<file path="src/rtl/my_fixed_pkg.sv">
// Shared fixed-point defaults and FSM state encoding for the Q16.48 arithmetic blocks
// (divider and multiplier).
package my_fixed_pkg;

    localparam int DEF_DATA_WIDTH = 64;
    localparam int DEF_INT_WIDTH  = 16;
    localparam int DEF_FRAC_WIDTH = DEF_DATA_WIDTH - DEF_INT_WIDTH;

    typedef enum logic [1:0] {
        ST_IDLE = 2'd0,
        ST_CALC = 2'd1,
        ST_DONE = 2'd2
    } fsm_state_t;

endpackage

</file>
<file path="src/rtl/my_div_sat.sv">
// Applies the result sign to an unsigned quotient magnitude and saturates it to the
// signed DATA_WIDTH range. Divide-by-zero forces full scale in the direction of the sign.
module my_div_sat #(
    parameter int DATA_WIDTH = 64,
    parameter int MAG_WIDTH  = 112
) (
    input  logic [MAG_WIDTH-1:0]  magnitude,
    input  logic                  sign,
    input  logic                  div_by_zero,
    output logic [DATA_WIDTH-1:0] q,
    output logic                  overflow
);

    localparam logic [DATA_WIDTH-1:0] MAX_Q = {1'b0, {(DATA_WIDTH-1){1'b1}}};
    localparam logic [DATA_WIDTH-1:0] MIN_Q = {1'b1, {(DATA_WIDTH-1){1'b0}}};

    // The negative range reaches one step further than the positive range.
    localparam logic [MAG_WIDTH-1:0] POS_LIM = {{(MAG_WIDTH-DATA_WIDTH){1'b0}}, MAX_Q};
    localparam logic [MAG_WIDTH-1:0] NEG_LIM = {{(MAG_WIDTH-DATA_WIDTH){1'b0}}, MIN_Q};

    always_comb begin
        q        = '0;
        overflow = 1'b0;
        if (div_by_zero) begin
            q = sign ? MIN_Q : MAX_Q;
        end else if (!sign) begin
            if (magnitude > POS_LIM) begin
                q        = MAX_Q;
                overflow = 1'b1;
            end else begin
                q = magnitude[DATA_WIDTH-1:0];
            end
        end else begin
            if (magnitude > NEG_LIM) begin
                q        = MIN_Q;
                overflow = 1'b1;
            end else begin
                q = -magnitude[DATA_WIDTH-1:0];
            end
        end
    end

endmodule

</file>
<file path="src/rtl/my_div.sv">
// Signed fixed-point divider: restoring division of |a|*2^FRAC by |b|, one quotient bit
// per clock, followed by sign application and saturation.
module my_div
    import my_fixed_pkg::*;
#(
    parameter int DATA_WIDTH = DEF_DATA_WIDTH,
    parameter int INT_WIDTH  = DEF_INT_WIDTH
) (
    input  logic                  ADC_CLK,
    input  logic                  RST,
    input  logic                  in_valid,
    output logic                  in_ready,
    input  logic [DATA_WIDTH-1:0] a,
    input  logic [DATA_WIDTH-1:0] b,
    output logic                  out_valid,
    input  logic                  out_ready,
    output logic [DATA_WIDTH-1:0] q,
    output logic                  div_by_zero,
    output logic                  overflow,
    output logic [1:0]            dbg_state
);

    localparam int FRAC_WIDTH = DATA_WIDTH - INT_WIDTH;
    localparam int NW         = DATA_WIDTH + FRAC_WIDTH;
    localparam int CW         = $clog2(NW);

    // Handshakes: a transfer happens on a rising edge where valid && ready are both 1;
    // valid/ready never depend combinationally on the partner signal, only on FSM state.
    fsm_state_t r_state;
    fsm_state_t w_state_next;

    logic [CW-1:0]         r_cnt;
    logic [DATA_WIDTH-1:0] r_rem;
    logic [NW-1:0]         r_n;
    logic [DATA_WIDTH-1:0] r_b;
    logic                  r_sign;
    logic                  r_dz;
    logic [DATA_WIDTH-1:0] r_q;
    logic                  r_dz_out;
    logic                  r_ovf;

    logic [DATA_WIDTH-1:0] w_abs_a;
    logic [DATA_WIDTH-1:0] w_abs_b;
    logic [DATA_WIDTH:0]   w_shift;
    logic [DATA_WIDTH:0]   w_diff;
    logic                  w_ge;
    logic [DATA_WIDTH-1:0] w_rem_next;
    logic [NW-1:0]         w_n_next;
    logic                  w_last;
    logic [DATA_WIDTH-1:0] w_sat_q;
    logic                  w_sat_ovf;

    // Magnitudes stay unsigned, so |0x8000...0| = 2^(DATA_WIDTH-1) is represented exactly.
    assign w_abs_a = a[DATA_WIDTH-1] ? (-a) : a;
    assign w_abs_b = b[DATA_WIDTH-1] ? (-b) : b;

    // r_n shifts dividend bits out of the top and quotient bits in at the bottom.
    assign w_shift    = {r_rem, r_n[NW-1]};
    assign w_ge       = (w_shift >= {1'b0, r_b});
    assign w_diff     = w_shift - {1'b0, r_b};
    assign w_rem_next = w_ge ? w_diff[DATA_WIDTH-1:0] : w_shift[DATA_WIDTH-1:0];
    assign w_n_next   = {r_n[NW-2:0], w_ge};
    assign w_last     = (r_cnt == CW'(NW - 1));

    my_div_sat #(
        .DATA_WIDTH (DATA_WIDTH),
        .MAG_WIDTH  (NW)
    ) u_sat (
        .magnitude   (w_n_next),
        .sign        (r_sign),
        .div_by_zero (r_dz),
        .q           (w_sat_q),
        .overflow    (w_sat_ovf)
    );

    always_comb begin
        w_state_next = r_state;
        in_ready     = 1'b0;
        out_valid    = 1'b0;
        case (r_state)
            ST_IDLE: begin
                in_ready = 1'b1;
                if (in_valid) w_state_next = ST_CALC;
            end
            ST_CALC: begin
                if (r_dz || w_last) w_state_next = ST_DONE;
            end
            ST_DONE: begin
                out_valid = 1'b1;
                if (out_ready) w_state_next = ST_IDLE;
            end
            default: w_state_next = ST_IDLE;
        endcase
    end

    always_ff @(posedge ADC_CLK) begin
        if (RST) begin
            r_state  <= ST_IDLE;
            r_cnt    <= '0;
            r_rem    <= '0;
            r_n      <= '0;
            r_b      <= '0;
            r_sign   <= 1'b0;
            r_dz     <= 1'b0;
            r_q      <= '0;
            r_dz_out <= 1'b0;
            r_ovf    <= 1'b0;
        end else begin
            r_state <= w_state_next;
            case (r_state)
                ST_IDLE: begin
                    if (in_valid) begin
                        r_n    <= {w_abs_a, {FRAC_WIDTH{1'b0}}};
                        r_b    <= w_abs_b;
                        r_rem  <= '0;
                        r_cnt  <= '0;
                        r_sign <= a[DATA_WIDTH-1] ^ b[DATA_WIDTH-1];
                        r_dz   <= (b == '0);
                    end
                end
                ST_CALC: begin
                    if (!r_dz) begin
                        r_n   <= w_n_next;
                        r_rem <= w_rem_next;
                        r_cnt <= r_cnt + CW'(1);
                    end
                    // The final quotient bit feeds the saturator on the same edge it is formed.
                    if (r_dz || w_last) begin
                        r_q      <= w_sat_q;
                        r_dz_out <= r_dz;
                        r_ovf    <= w_sat_ovf;
                    end
                end
                default: ;
            endcase
        end
    end

    assign q           = r_q;
    assign div_by_zero = r_dz_out;
    assign overflow    = r_ovf;
    assign dbg_state   = r_state;

endmodule
</file>
<file path="config.mk">
export PLATFORM = sky130hd
export DESIGN_NAME = my_div
export DESIGN_NICKNAME = d
export VERILOG_FILES = /design/src/rtl/my_fixed_pkg.sv /design/src/rtl/my_div_sat.sv /design/src/rtl/my_div.sv
export SDC_FILE = /design/constraint.sdc
export NUM_CORES = 1
export LEC_CHECK = 0
export BUFFER_PORTS_ARGS = -buffer_cell sky130_fd_sc_hd__buf_4
export CORE_MARGIN = 1
export CORE_UTILIZATION = 60
export CTS_CLUSTER_SIZE = 28
export DETAILED_ROUTE_END_ITERATION = 10
export PLACE_DENSITY = 0.81
export SETUP_SLACK_MARGIN = 0.2
export SLEW_MARGIN = 20
export SYNTH_ARGS = -nofsm -noshare
export SYNTH_HDL_FRONTEND = slang
export SYNTH_SLANG_ARGS = --single-unit
export TNS_END_PERCENT = 10
</file>
<file path="constraint.sdc">
create_clock -name ADC_CLK -period 6.7 [get_ports ADC_CLK]
set_input_delay 0.67 -clock ADC_CLK [delete_from_list [all_inputs] [get_ports ADC_CLK]]
set_output_delay 0.67 -clock ADC_CLK [all_outputs]
set_load 0.05 [all_outputs]
</file>
# Word level (Yosys, flattened, before mapping)
# Cells that the tools add are included.
# classes
n_addsub,5
multipliers,0
n_div,0
order_cmp,3
eq_ne,7
n_shift,0
muxes,27
bitwise_logic,1
n_reduce_logical,8
# op_table
cell,count
two-way mux 64 bit,10
two-way mux 112 bit,2
one-hot mux 112 bit (2 select lines),1
negator 64 bit,3
one-hot mux 64 bit (2 select lines),1
> comparator 112 x 63 -> 1 bit (second input constant),1
> comparator 112 x 64 -> 1 bit (second input constant),1
greater-or-equal comparator 65 x 64 -> 1 bit,1
zero test 64 bit,1
subtractor 64 bit,1
two-way mux 7 bit,2
one-hot mux 7 bit (2 select lines),1
!= test 2 bit (second input constant),4
adder 7 x 1 -> 7 bit (second input constant),1
== test 7 bit (second input constant),1
two-way mux 1 bit,6
two-way mux 2 bit,3
one-hot mux 2 bit (3 select lines),1
AND reduction 3 bit,2
AND reduction 2 bit,2
== test 2 x 1 -> 1 bit (second input constant),1
== test 2 bit (second input constant),1
zero test 2 bit,1
nonzero test 2 bit,1
other kinds (2),2
# totals
ff_bits,317
latch_bits,0
ramBits,0
rom_bits,0
in_bits,132
output_inout_bits,70
elab_cells,61
mem_count,0

# Longest topological paths before layout
# logic_depth
word_depth,5
depth_mapped,25
depth_no_buf,21

# Cells and area by module
# A second synthesis with hierarchy kept.
# hier_totals
cells_unflattened,2792
area_unflattened_um2,20759.9
# modules_own_cells
mod,n_inst,cells_per_inst,area_per_inst_um2,seq_area_each_um2
my_div,1,2341,18067.3,6346.1
my_div_sat,1,451,2692.6,0.0

# Worst setup path before layout
# OpenSTA, ideal clock, no wires.
# synth_timing
kind,register -> register
startpoint,reg r_b[1]
endpoint,reg r_q[56] (netlist: q[56])
setup_time_ns,0.128
arrival_ns,4.603
required_ns,6.572
path_slack_ns,1.969
path_stages_with_launch,25
path_buffers,3
synth_period_minus_slack_ns,4.731
cell_sequence,dfxtp_1 > inv_1 > ha_1 > nor2b_1 > o31a_1 > o41ai_4 > o211ai_1 > and3_1 > o211ai_2 > nand2_2 > inv_2 > buf_2 > buf_2 > ha_1 > inv_1 > or3_1 > clkbuf_1 > or2_1 > nor2_4 > nand2_1 > nor2_2 > nand2_1 > xor2_1 > a221oi_1 > nor2_1
# synth_via
elab_chain_len,5
word_cells_on_any_way,8
cone_classes,1 x add/sub; 3 x order compare; 4 x mux
# synth_lines
item,line_no,source
start: declaration,my_div.sv:35,logic [DATA_WIDTH-1:0] r_b;
start signal: assignment,my_div.sv:114,r_b <= w_abs_b;
greater-or-equal comparator 65 x 64 -> 1 bit (*),my_div.sv:59,"assign w_ge = (w_shift >= {1'b0, r_b});"
"> comparator 112 x 63 -> 1 bit, or another cell as far along",my_div_sat.sv:27,if (magnitude > POS_LIM) begin
two-way mux 64 bit (on tied branches),"my_div_sat.sv:27, my_div_sat.sv:34",
two-way mux 64 bit (*),my_div_sat.sv:26,end else if (!sign) begin
two-way mux 64 bit (*),my_div_sat.sv:24,if (div_by_zero) begin
end signal: assignment,my_div.sv:129,r_q <= w_sat_q;
end: declaration,my_div.sv:38,logic [DATA_WIDTH-1:0] r_q;
# Every way passes the cells marked *; elsewhere a longest branch is shown, timed or not.
# A chain may end at the register's enable or synchronous reset.

# Final worst setup path
# layout_timing
startpoint,reg r_b[30]
endpoint,reg r_q[37] (netlist: q[37])
# Same word-level chain as after synthesis.

==> run summary <==
DR vias/cell - 6.36
total clock sinks - 317
layout cells sized above 1 - 12.0%
outcome - finished, final reports clean
critical path class - flop to flop
DRC - 0
number of synthesized flops with an enable pin - 0
FF-to-FF setup slack - 1.45 ns
Setup TNS - 0 ns
clk slew on worst S/H paths - 0.06 ns
Yosys warning count - 0
cell count after synthesis - 2748
Max Cap Viol - 0
DRT antenna net count - 0
reg2reg end - q[37]
Layout Cells excl Fill - 3263
class of the worst hold path - input port to flop
Worst VDD drop - 0.355 mV
antenna violations before repair - 0
die area - 35300 um2
Inserted Clock Buffers - 36
Sw Pwr - 3560 uW
H-Tree Depth - 2
initial core utilization - 61.4%
layout net count - 2993
core box area - 33800 um2
fmax - 191 MHz
die height - 188 um
flops & latches, synth - 317
Post-DP HPWL - 42000 um
post_cts resized - 0
Mapped Nets - 2949
Post-CTS Hold Fix Bufs - 0
static leakage - 0.00957 uW
Synth Flop Type - dfxtp_1
DIE WIDTH - 188 um
Min-Delay Startpoint - out_ready
final design utilization - 69.0%
combinational share of power - 50.3%
Total Routing Usage GR - 33.0%
final RePlAce weighted congestion - 0.963
setup bufs post-CTS - 0
final WL - 60000 um
endpoint class of the critical path - flop
distinct cell type count after synthesis - 89
# placed instances - 3202
drt wl/cell - 18.4 um
Internal Pwr Total - 4790 uW
Mapped Area - 20700 um2
most frequent cells in the layout - nor2_1 (393), dfxtp_1 (316), nand2_1 (218), buf_4 (218), a21oi_1 (214)
# setup viols final - 0
DR vias - 20738
IO Pins - 202
TritonRoute pass-1 iters - 6
CTS tree - built
hold-critical path endpoint - dbg_state[1]
syn_area_per_cell - 7.54 um2
most common cell after layout, fill and taps aside - nor2_1
Worst Max-Slew Pin Slew - 1.14 ns
clock power share - 23.6%
ant diodes - 0
Seq pwr share - 26.2%
Port Buffers - 201
GRT overflow - 0
fin. max-slew vios - 0
first-pass GRT wire length - 97300 um
Final min period - 5.25 ns
R2R depth - 21
data arrival time of the critical path - 5.69 ns
switching fraction of total power - 42.6%
Relative slew margins - 23.2%
final worst path period share - 78.3%
ys async rst share - 0%
pin count of the biggest net entering global routing - 111
final hold vios - 0
violation count after the first detailed-route iteration - 2256
share of synthesized area occupied by flip-flops and latches - 30.6%
crit start category - flop
clk root buf - clkbuf_16
hold path depth - 3
RSZ-0062 raised after global routing - false
power per standard cell area - 358 nW/um2
Area growth, synth to finish - 12.4%
# rows - 67
power consumption - 8350 uW
vias in the first global route - 19148
Clock Skew - 0.0339 ns
CTS Buffer Depth - 3
crit-path max FO - 32
clk_lat worst skew - 0.54 ns
WP data required - 7.15 ns
Reg-to-Reg Start - r_b[30]
Fillers - 2881
-- sequential cells by signal, indices dropped and copies added (netlist names) --
register,count
q,64
r_dz,1
r_b,64
r_cnt,7
div_by_zero,1
dbg_state,2
r_rem,64
overflow,1
r_sign,1
r_n,112
-- worst max-delay path by stage --
stage                        from  endpoint  slack [ns]  cells past startpoint
final                     r_b[30]     q[37]        1.45                     21
after global routing      r_b[32]     q[37]        1.15                     21
after CTS                  r_b[1]     q[37]        1.54                     21
after detailed placement   r_b[1]     q[37]        1.55                     21
after global placement    r_b[32]     q[62]        1.73                     21
after floorplan            r_b[1]     q[56]        1.97                     24
-- final cells by class --
cell class	count	area (um2)	share of cell area (%)
sequential	317	6350	27.2
multi-input combinational	2124	13200	56.7
tap	448	561	2.40
timing repair buffer	219	1650	7.08
clock inverter	14	185	0.794
clock buffer	47	1000	4.30
inverter	94	353	1.51
-- worst max-delay path, cell delays in order, from the launching register on --
cell and delay (ns):
dfxtp_1 0.34, inv_1 0.05, ha_1 0.38, a21oi_2 0.22
o21ai_0 0.21, o31ai_1 0.29, a21oi_1 0.12, or3_1 0.43
o211ai_2 0.39, nand2_2 0.11, inv_2 0.09, ha_1 0.17
inv_1 0.06, or3_1 0.43, or2_1 0.36, nor2_4 0.21
nand3_1 0.18, a21oi_2 0.17, buf_4 0.37, nand2b_1 0.10
buf_4 0.28, o22ai_1 0.20
-- cell usage after synthesis (13+ instances only) --
library cell / instances / area, um2
a21o_1: 26 / 195
o21bai_1: 14 / 105
a22oi_1: 61 / 458
inv_1: 93 / 349
a22o_1: 13 / 114
nand4_1: 34 / 213
nand2b_1: 13 / 81.3
xor2_1: 171 / 1500
ha_1: 68 / 851
a31oi_1: 17 / 106
o22ai_1: 44 / 275
o21ai_0: 143 / 716
dfxtp_1: 317 / 6350
nor4_1: 36 / 225
o41ai_1: 17 / 149
clkbuf_1: 170 / 638
a21oi_1: 214 / 1070
a211oi_1: 119 / 893
or4_1: 30 / 225
or3_1: 35 / 219
nand3_1: 35 / 175
a221oi_1: 26 / 228
nor3_1: 99 / 495
xnor2_1: 68 / 596
o31ai_1: 44 / 330
nand2_1: 218 / 818
and3_1: 14 / 87.6
buf_2: 26 / 130
o211ai_1: 15 / 113
nor2_1: 397 / 1490
-- power groups by stage --
| stage | Combinational (uW) | Sequential [uW] | Clock, uW |
|---|---|---|---|
| CTS | 4120 | 2180 | 1990 |
| global route | 4610 | 2200 | 2080 |
| floorplan | 3210 | 2170 | 0 |
| global placement | 4030 | 2210 | 0 |
| finish | 4200 | 2190 | 1970 |
| detailed placement | 4090 | 2220 | 0 |
-- through the flow --
stage	instance area [um2]	setup slack (ns)	hold slack, ns
after floorplan	20700	1.97	0.440
after global placement	22100	1.73	0.456
after detailed placement	22100	1.55	0.459
after CTS	23300	1.54	0.409
after global routing	23300	1.15	0.443
final	23300	1.45	0.417
-- metal layers --
| layer | GRT usage [%] | wire length, um | part of all wire [%] |
|---|---|---|---|
| met2 | 52.2 | 27000 | 45 |
| met4 | 10.7 | 1540 | 2.6 |
| met1 | 46.5 | 26700 | 44 |
| met5 | 0 | 0 | 0 |
| met3 | 4.10 | 4860 | 8.1 |
-- cells by family after synthesis --
group           after synthesis  share of synthesized area [%]
mux                          10                          0.495
compound gates              825                           26.3
xor+xnor                    239                           10.1
buf+inv                     307                           5.94
flops                       317                           30.6
simple gates                981                           22.4
fa+ha+maj                    69                           4.20
(Power assumes the default switching activity.)
